## src/rtl/imm_encoder.sv

```systemverilog
// imm_encoder: inverse of the immediate extender. Searches for a 24-bit
// instruction immediate field that expands back to the given 32-bit value.
// Optional feature macro: ROT_IMM_EN (enables the 16-step rotate search for
// imm_src 00; when undefined only rotate 0 is tried).
module imm_encoder (
    input  logic        clk,
    input  logic        reset_n,
    input  logic        start,
    input  logic [31:0] value,
    input  logic [1:0]  imm_src,
    output logic        busy,
    output logic        done,
    output logic        valid,
    output logic [23:0] imm_field
);

    typedef enum logic [1:0] {
        ST_IDLE   = 2'd0,
        ST_SEARCH = 2'd1,
        ST_DONE   = 2'd2
    } state_t;

    state_t      r_state;
    state_t      w_next;

    logic [31:0] r_value;
    logic [1:0]  r_src;
    logic [3:0]  r_rot;
    logic        r_valid;
    logic [23:0] r_imm;

    logic [31:0] w_cand;
    logic        w_last_rot;
    logic        w_finish;
    logic        w_res_valid;
    logic [23:0] w_res_imm;
    logic        w_accept;

`ifdef ROT_IMM_EN
    logic [63:0] w_dbl;

    // Rotate-left by 2*rot: the upper half of the doubled word shifted left
    assign w_dbl      = {r_value, r_value} << {r_rot, 1'b0};
    assign w_cand     = w_dbl[63:32];
    assign w_last_rot = (r_rot == 4'd15);
`else
    assign w_cand     = r_value;
    assign w_last_rot = 1'b1;
`endif

    // A new request is taken whenever no search is running
    assign w_accept = start && (r_state != ST_SEARCH);

    // Evaluate the current candidate and decide whether the search ends now
    always_comb begin
        w_res_valid = 1'b0;
        w_res_imm   = '0;
        w_finish    = 1'b1;
        case (r_src)
            2'b00: begin
                if (w_cand[31:8] == '0) begin
                    w_res_valid = 1'b1;
                    w_res_imm   = {12'b0, r_rot, w_cand[7:0]};
                end else begin
                    w_finish = w_last_rot;
                end
            end
            2'b01: begin
                if (r_value[31:12] == '0) begin
                    w_res_valid = 1'b1;
                    w_res_imm   = {12'b0, r_value[11:0]};
                end
            end
            2'b10: begin
                if ((r_value[1:0] == 2'b00) &&
                    (r_value[31:25] == {7{r_value[25]}})) begin
                    w_res_valid = 1'b1;
                    w_res_imm   = r_value[25:2];
                end
            end
            default: begin
                w_res_valid = 1'b0;
                w_res_imm   = '0;
            end
        endcase
    end

    // Next-state logic for IDLE / SEARCH / DONE
    always_comb begin
        w_next = r_state;
        case (r_state)
            ST_IDLE:   if (start) w_next = ST_SEARCH;
            ST_SEARCH: if (w_finish) w_next = ST_DONE;
            ST_DONE:   w_next = start ? ST_SEARCH : ST_IDLE;
            default:   w_next = ST_IDLE;
        endcase
    end

    // State register, request latch, rotate counter and result registers
    always_ff @(posedge clk) begin
        if (!reset_n) begin
            r_state <= ST_IDLE;
            r_value <= '0;
            r_src   <= '0;
            r_rot   <= '0;
            r_valid <= 1'b0;
            r_imm   <= '0;
        end else begin
            r_state <= w_next;
            if (w_accept) begin
                r_value <= value;
                r_src   <= imm_src;
                r_rot   <= '0;
            end else if (r_state == ST_SEARCH) begin
                if (w_finish) begin
                    r_valid <= w_res_valid;
                    r_imm   <= w_res_imm;
                end else begin
                    r_rot <= r_rot + 4'd1;
                end
            end
        end
    end

    assign busy      = (r_state == ST_SEARCH);
    assign done      = (r_state == ST_DONE);
    assign valid     = r_valid;
    assign imm_field = r_imm;

endmodule
```

## config.mk

```make
export PLATFORM = sky130hd
export DESIGN_NAME = imm_encoder
export DESIGN_NICKNAME = d
export VERILOG_FILES = /design/src/rtl/imm_encoder.sv
export SDC_FILE = /design/constraint.sdc
export NUM_CORES = 1
export LEC_CHECK = 0
export ABC_AREA = 1
export CORE_MARGIN = 2
export CORE_UTILIZATION = 49
export CTS_CLUSTER_SIZE = 40
export DETAILED_ROUTE_END_ITERATION = 16
export HOLD_SLACK_MARGIN = 0.08
export PLACE_DENSITY = 0.79
export SLEW_MARGIN = 25
export SYNTH_ARGS = -nofsm -noshare
export SYNTH_HDL_FRONTEND = slang
export SYNTH_SLANG_ARGS = --single-unit
```

## constraint.sdc

```tcl
create_clock -name clk -period 1.7 [get_ports clk]
set_input_delay 0.17 -clock clk [delete_from_list [all_inputs] [get_ports clk]]
set_output_delay 0.17 -clock clk [all_outputs]
set_load 0.01 [all_outputs]
```

---- Word level (Yosys, flattened, before mapping) ----
Cells that the tools add are included.
storage, ports and cells
  bits in registers ....................... 61
  bits in read-only memories .............. 0
  input bits .............................. 37
  word-level logic and storage cells ...... 32
  memory bits (writable) .................. 0
  memories kept ........................... 0
  bits in latches ......................... 0
cells by class
  equal/unequal tests ..................... 7
  divide/modulo/power cells ............... 0
  multiplexer cells ....................... 11
  bitwise logic cells ..................... 1
  add/subtract/negate cells ............... 0
  magnitude comparators ................... 0
  shift-type cells ........................ 0
  reduce and logical (&&, ||, !) cells .... 8
  $mul .................................... 0
operators by type and width
  kind                                                                      number
  24-bit case mux with 3 select lines                                       1
  24-bit zero test                                                          1
  24-bit 2-to-1 mux                                                         1
  20-bit zero test                                                          1
  12-bit 2-to-1 mux                                                         1
  8-bit 2-to-1 mux                                                          1
  6-bit == test                                                             1
  2-bit zero test                                                           3
  2-bit case mux with 3 select lines                                        1
  2-bit by 1-bit == test with 1-bit output (second input constant)          2
  2-bit == test (second input constant)                                     2
  1-bit 2-to-1 mux                                                          4
  1-bit case mux with 3 select lines                                        1
  1-bit logical AND                                                         2
  2-bit 2-to-1 mux                                                          1
  2-bit by 1-bit inequality test with 1-bit output (second input constant)  1
  2-bit inequality test (second input constant)                             1
  2-bit AND reduction                                                       1
  1-bit NOT                                                                 1

---- Depth between registers and ports, before layout ----
  depth in word-level cells ............... 4
  mapped depth ............................ 10
  depth with buffers taken out ............ 9

---- Least setup slack after synthesis ----
OpenSTA, ideal clock, no wires.
  path kind ............................... reg2reg
  start ................................... register r_value[12]
  end ..................................... register r_imm[3] (netlist: imm_field[3])
  cell stages (with the launch flop) ...... 10
  arrival time ............................ 1.176 ns
  slack ................................... 0.458 ns
  data required time ...................... 1.634 ns
  library setup time ...................... 0.066 ns
  buffers on the path ..................... 1
  cells stage by stage .................... dfxtp_1 or2_0 nor2_1 nand2_1 nor2_4 buf_6 nand3_1 nand2_1 nand2_1 a21oi_2
between the ends
  word-level cells in the longest chain between the ends .. 3
  elaborated cells between the ends (all ways) .. 5
ends and longest elaborated chain
  item                                                          RTL line  text
  from (decl)                                                   26        logic [31:0] r_value;
  from (signal assigned)                                        111       r_value <= value;
  24-bit zero test / 20-bit zero test (equally long branches)   61, 69
  8-bit 2-to-1 mux / 12-bit 2-to-1 mux (equally long branches)  61, 69
  24-bit case mux with 3 select lines *                         59        case (r_src)
  to (signal assigned)                                          117       r_imm <= w_res_imm;
  to (decl)                                                     30        logic [23:0] r_imm;
Mark *: on every way between the ends. The rest lies on a longest branch, timed or not.
A chain may end at the register's enable or synchronous reset.

---- Worst setup path after layout ----
  start ................................... register r_state[0]
  end ..................................... output busy
between the ends
  word-level cells in the longest chain between the ends .. 1
ends and longest elaborated chain
  item                                      RTL line  text
  from (decl)                               23        state_t r_state;
  from (signal assigned)                    109       r_state <= w_next;
  2-bit by 1-bit == test with 1-bit output  125       assign busy = (r_state == ST_SEARCH);
  to (decl)                                 11        output logic busy,
No other way between the ends.

==> impl_metrics.prom <==
# TYPE chip_impl_metric gauge
chip_impl_info{name="ctsRootBufferMaster",value="sky130_fd_sc_hd__clkbuf_8"} 1
chip_impl_metric{name="pwr_density_cell",unit="nW/um2"} 924.5
chip_impl_metric{name="synth-warning-count",unit=""} 0
chip_impl_metric{name="timing.reg2reg.worst_path_depth",unit=""} 9
chip_impl_metric{name="grt_pass1_wl",unit="mm"} 10.43
chip_impl_metric{name="final_core_util",unit=""} 0.6721
chip_impl_metric{name="pin_count",unit=""} 64
chip_impl_metric{name="synth.lib_cells_used.distinct",unit=""} 23
chip_impl_metric{name="slew-limit-headroom",unit=""} 0.5958
chip_impl_metric{name="setup_viol_count_final",unit=""} 0
chip_impl_metric{name="clkSlewWorstSetupHoldPaths",unit="ps"} 70
chip_impl_metric{name="via_count",unit=""} 2416
chip_impl_metric{name="clock_period_minus_final_worst_setup_slack",unit="ps"} 1593
chip_impl_info{name="worst_setup_path_start_kind",value="flip-flop"} 1
chip_impl_metric{name="final_max_slew_viol_count",unit=""} 0
chip_impl_metric{name="core-area",unit="um2"} 5140
chip_impl_metric{name="drive_above_1_share",unit=""} 0.1589
chip_impl_info{name="criticalPathCategory",value="reg -> out"} 1
chip_impl_metric{name="gr-total-overflow",unit=""} 0
chip_impl_metric{name="p_comb_frac",unit=""} 0.136
chip_impl_metric{name="postCtsHoldBufs",unit=""} 0
chip_impl_metric{name="grt_start_max_net_pins",unit=""} 38
chip_impl_info{name="most-common-layout-cells",value="79 x sky130_fd_sc_hd__nor2_1, 63 x sky130_fd_sc_hd__clkdlybuf4s50_1, 61 x sky130_fd_sc_hd__dfxtp_1"} 1
chip_impl_metric{name="post_cts_buffers",unit=""} 0
chip_impl_metric{name="io_buffers",unit=""} 63
chip_impl_metric{name="floorplan.initialDensity",unit=""} 0.5105
chip_impl_metric{name="register_area",unit="um2"} 1221
chip_impl_metric{name="multi_input_area",unit="um2"} 1220
chip_impl_metric{name="p_seq_frac",unit=""} 0.497
chip_impl_metric{name="hold_ws",unit="ps"} 410.7
chip_impl_metric{name="postSynthAreaPerCell",unit="um2"} 7.694
chip_impl_metric{name="power.clock.fraction",unit=""} 0.367
chip_impl_metric{name="grtUsageTotal",unit=""} 0.2205
chip_impl_metric{name="synthesis.instances",unit=""} 341
chip_impl_metric{name="setup_total_negative_slack",unit="ps"} 0
chip_impl_metric{name="antenna_found_initial",unit=""} 0
chip_impl_metric{name="clock_sinks",unit=""} 61
chip_impl_metric{name="synth.yosys.seq_area_share",unit=""} 0.4654
chip_impl_metric{name="fmax",unit="MHz"} 627.9
chip_impl_metric{name="floorplan.die.height",unit="um"} 77.18
chip_impl_metric{name="clock-skew-final",unit="ps"} 5.742
chip_impl_metric{name="max_cap_viol_count",unit=""} 0
chip_impl_metric{name="area.growth.synth_to_final",unit="%"} 31.66
chip_impl_info{name="layout.cells.most_common",value="sky130_fd_sc_hd__nor2_1"} 1
chip_impl_metric{name="final.fill_count",unit=""} 484
chip_impl_metric{name="hpwl",unit="mm"} 4.082
chip_impl_metric{name="antenna_cells",unit=""} 0
chip_impl_metric{name="post_synth_instance_area",unit="um2"} 2624
chip_impl_metric{name="synth-seq-cells",unit=""} 61
chip_impl_metric{name="drt_drc_violations_left",unit=""} 0
chip_impl_metric{name="die-area",unit="um2"} 5956
chip_impl_metric{name="floorplan.die.width",unit="um"} 77.18
chip_impl_metric{name="min_period_over_period",unit=""} 0.9369
chip_impl_metric{name="gpl.final_weighted_congestion",unit=""} 0.9030
chip_impl_metric{name="number_of_levels_in_the_clock_h_tree",unit=""} 3
chip_impl_metric{name="clock_latency",unit="ps"} 340
chip_impl_metric{name="power_report.internal_total",unit="uW"} 2322
chip_impl_info{name="rsz0062_at_grt",value="false"} 1
chip_impl_metric{name="numCtsBuffers",unit=""} 9
chip_impl_metric{name="final-hold-violation-count",unit=""} 0
chip_impl_metric{name="switching_share",unit=""} 0.2730
chip_impl_metric{name="worst-path-max-fanout",unit=""} 4
chip_impl_metric{name="drtAntennaViolNets",unit=""} 0
chip_impl_metric{name="number_of_global_route_vias_before_repair",unit=""} 2264
chip_impl_metric{name="hold-path-cell-count",unit=""} 3
chip_impl_info{name="cts_tree",value="done"} 1
chip_impl_metric{name="detail_route.wirelength",unit="mm"} 5.873
chip_impl_metric{name="ir_worst_vdd",unit="V"} 0.0005605
chip_impl_metric{name="rows",unit=""} 26
chip_impl_metric{name="cp.required",unit="ps"} 1530
chip_impl_metric{name="drt_iter0_drc",unit=""} 165
chip_impl_metric{name="power_leakage",unit="uW"} 0.001329
chip_impl_metric{name="viasPerCell",unit=""} 5.044
chip_impl_metric{name="tightestPinTransition",unit="ps"} 605.5
chip_impl_info{name="critical_path.endpoint_type",value="primary output"} 1
chip_impl_metric{name="dr.pass1.iters",unit=""} 4
chip_impl_metric{name="wire_per_inst",unit="um"} 12.26
chip_impl_metric{name="num-nets-final",unit=""} 441
chip_impl_metric{name="cts_resizes",unit=""} 0
chip_impl_info{name="outcome",value="finished, final reports clean"} 1
chip_impl_info{name="worstHoldPathType",value="in -> reg"} 1
chip_impl_metric{name="clk_path_buf_depth",unit=""} 2
chip_impl_metric{name="signal_arrival_time_at_the_worst_endpoint",unit="ps"} 1420
chip_impl_metric{name="synth_fp_nets",unit=""} 378
chip_impl_metric{name="net-switching-power",unit="uW"} 871.8
-- path summary, 6_finish.rpt --
check	end	startpoint	slack [ps]
setup / recovery	busy	r_state[0]	110
hold / removal	r_value[10]	value[10]	410
setup reg to reg	imm_field[0]	r_value[18]	250
hold reg to reg	imm_field[0]	imm_field[0]	470
-- power by group through the flow --
stage / clock network [uW] / registers, uW / logic, uW
floorplan: 0 / 1610 / 262
global placement: 0 / 1610 / 428
detailed placement: 0 / 1610 / 434
CTS: 1200 / 1580 / 438
global route: 1270 / 1600 / 488
finish: 1170 / 1590 / 435
-- synth_stat cells --
| library cell | n | area share |
|---|---|---|
| sky130_fd_sc_hd__nor2_1 | 79 | 0.11 |
| sky130_fd_sc_hd__dfxtp_1 | 61 | 0.47 |
| sky130_fd_sc_hd__nand2_1 | 52 | 0.074 |
| sky130_fd_sc_hd__o21ai_0 | 46 | 0.088 |
| sky130_fd_sc_hd__a21oi_2 | 19 | 0.063 |
| sky130_fd_sc_hd__nand3_1 | 14 | 0.027 |
| sky130_fd_sc_hd__nand4_1 | 12 | 0.029 |
| sky130_fd_sc_hd__a21oi_1 | 10 | 0.019 |
| sky130_fd_sc_hd__nand2_2 | 10 | 0.024 |
| sky130_fd_sc_hd__buf_2 | 7 | 0.013 |
| sky130_fd_sc_hd__clkbuf_1 | 7 | 0.010 |
| sky130_fd_sc_hd__inv_1 | 5 | 0.0072 |
| sky130_fd_sc_hd__buf_6 | 4 | 0.017 |
| sky130_fd_sc_hd__inv_2 | 4 | 0.0057 |
| sky130_fd_sc_hd__clkbuf_8 | 2 | 0.010 |
| sky130_fd_sc_hd__nand3_2 | 2 | 0.0076 |
| sky130_fd_sc_hd__buf_8 | 1 | 0.0057 |
| sky130_fd_sc_hd__nor2_2 | 1 | 0.0024 |
| sky130_fd_sc_hd__nor2_4 | 1 | 0.0043 |
| sky130_fd_sc_hd__nor3_1 | 1 | 0.0019 |
| sky130_fd_sc_hd__nor3_4 | 1 | 0.0062 |
| sky130_fd_sc_hd__o21ai_2 | 1 | 0.0033 |
| sky130_fd_sc_hd__or2_0 | 1 | 0.0024 |
-- worst max-delay path, cell delays in order (launching register included) --
cell	delay (ps)
sky130_fd_sc_hd__dfxtp_1	370
sky130_fd_sc_hd__nand2_2	80
sky130_fd_sc_hd__inv_2	90
sky130_fd_sc_hd__clkdlybuf4s50_1	550
-- flip-flops by register name (all words and copies together) (netlist names) --
signal	flops
imm_field	24
r_state	2
r_src	2
r_value	32
valid	1
-- metrics by stage --
stage          cells  worst slack, ps  area [um2]  total power (uW)
2_1_floorplan    341            458.2        2624              1868
3_3_place_gp     463            209.1        3268              2041
3_5_place_dp     463            165.3        3268              2049
4_1_cts          479            73.38        3455              3226
5_1_grt          479            51.87        3455              3355
6_report         479            107.3        3455              3194
-- layout make-up --
type,count,area share
clock inverters,5,0.01014
well taps,70,0.02535
clock buffers,11,0.04382
inverters,9,0.009779
multi-input cells,250,0.3531
repair buffers,73,0.2043
flip-flops and latches,61,0.3535
-- kinds of logic after synthesis --
kind of cell,after synthesis,share of synthesized area
and+or+nand+nor,174,0.2914
DFF,61,0.4654
AOI/OAI and AO/OA,76,0.1736
buffers and inverters,30,0.06962
-- metal layers --
metal | track usage | up-vias | routed length (um)
li1 | - | 1248 | -
met1 | 0.2812 | 1077 | 2654
met2 | 0.3504 | 79 | 2765
met3 | 0.04824 | 12 | 323
met4 | 0.1125 | 0 | 130
met5 | 0 | - | 0
Power figures use the tool's default switching activity.
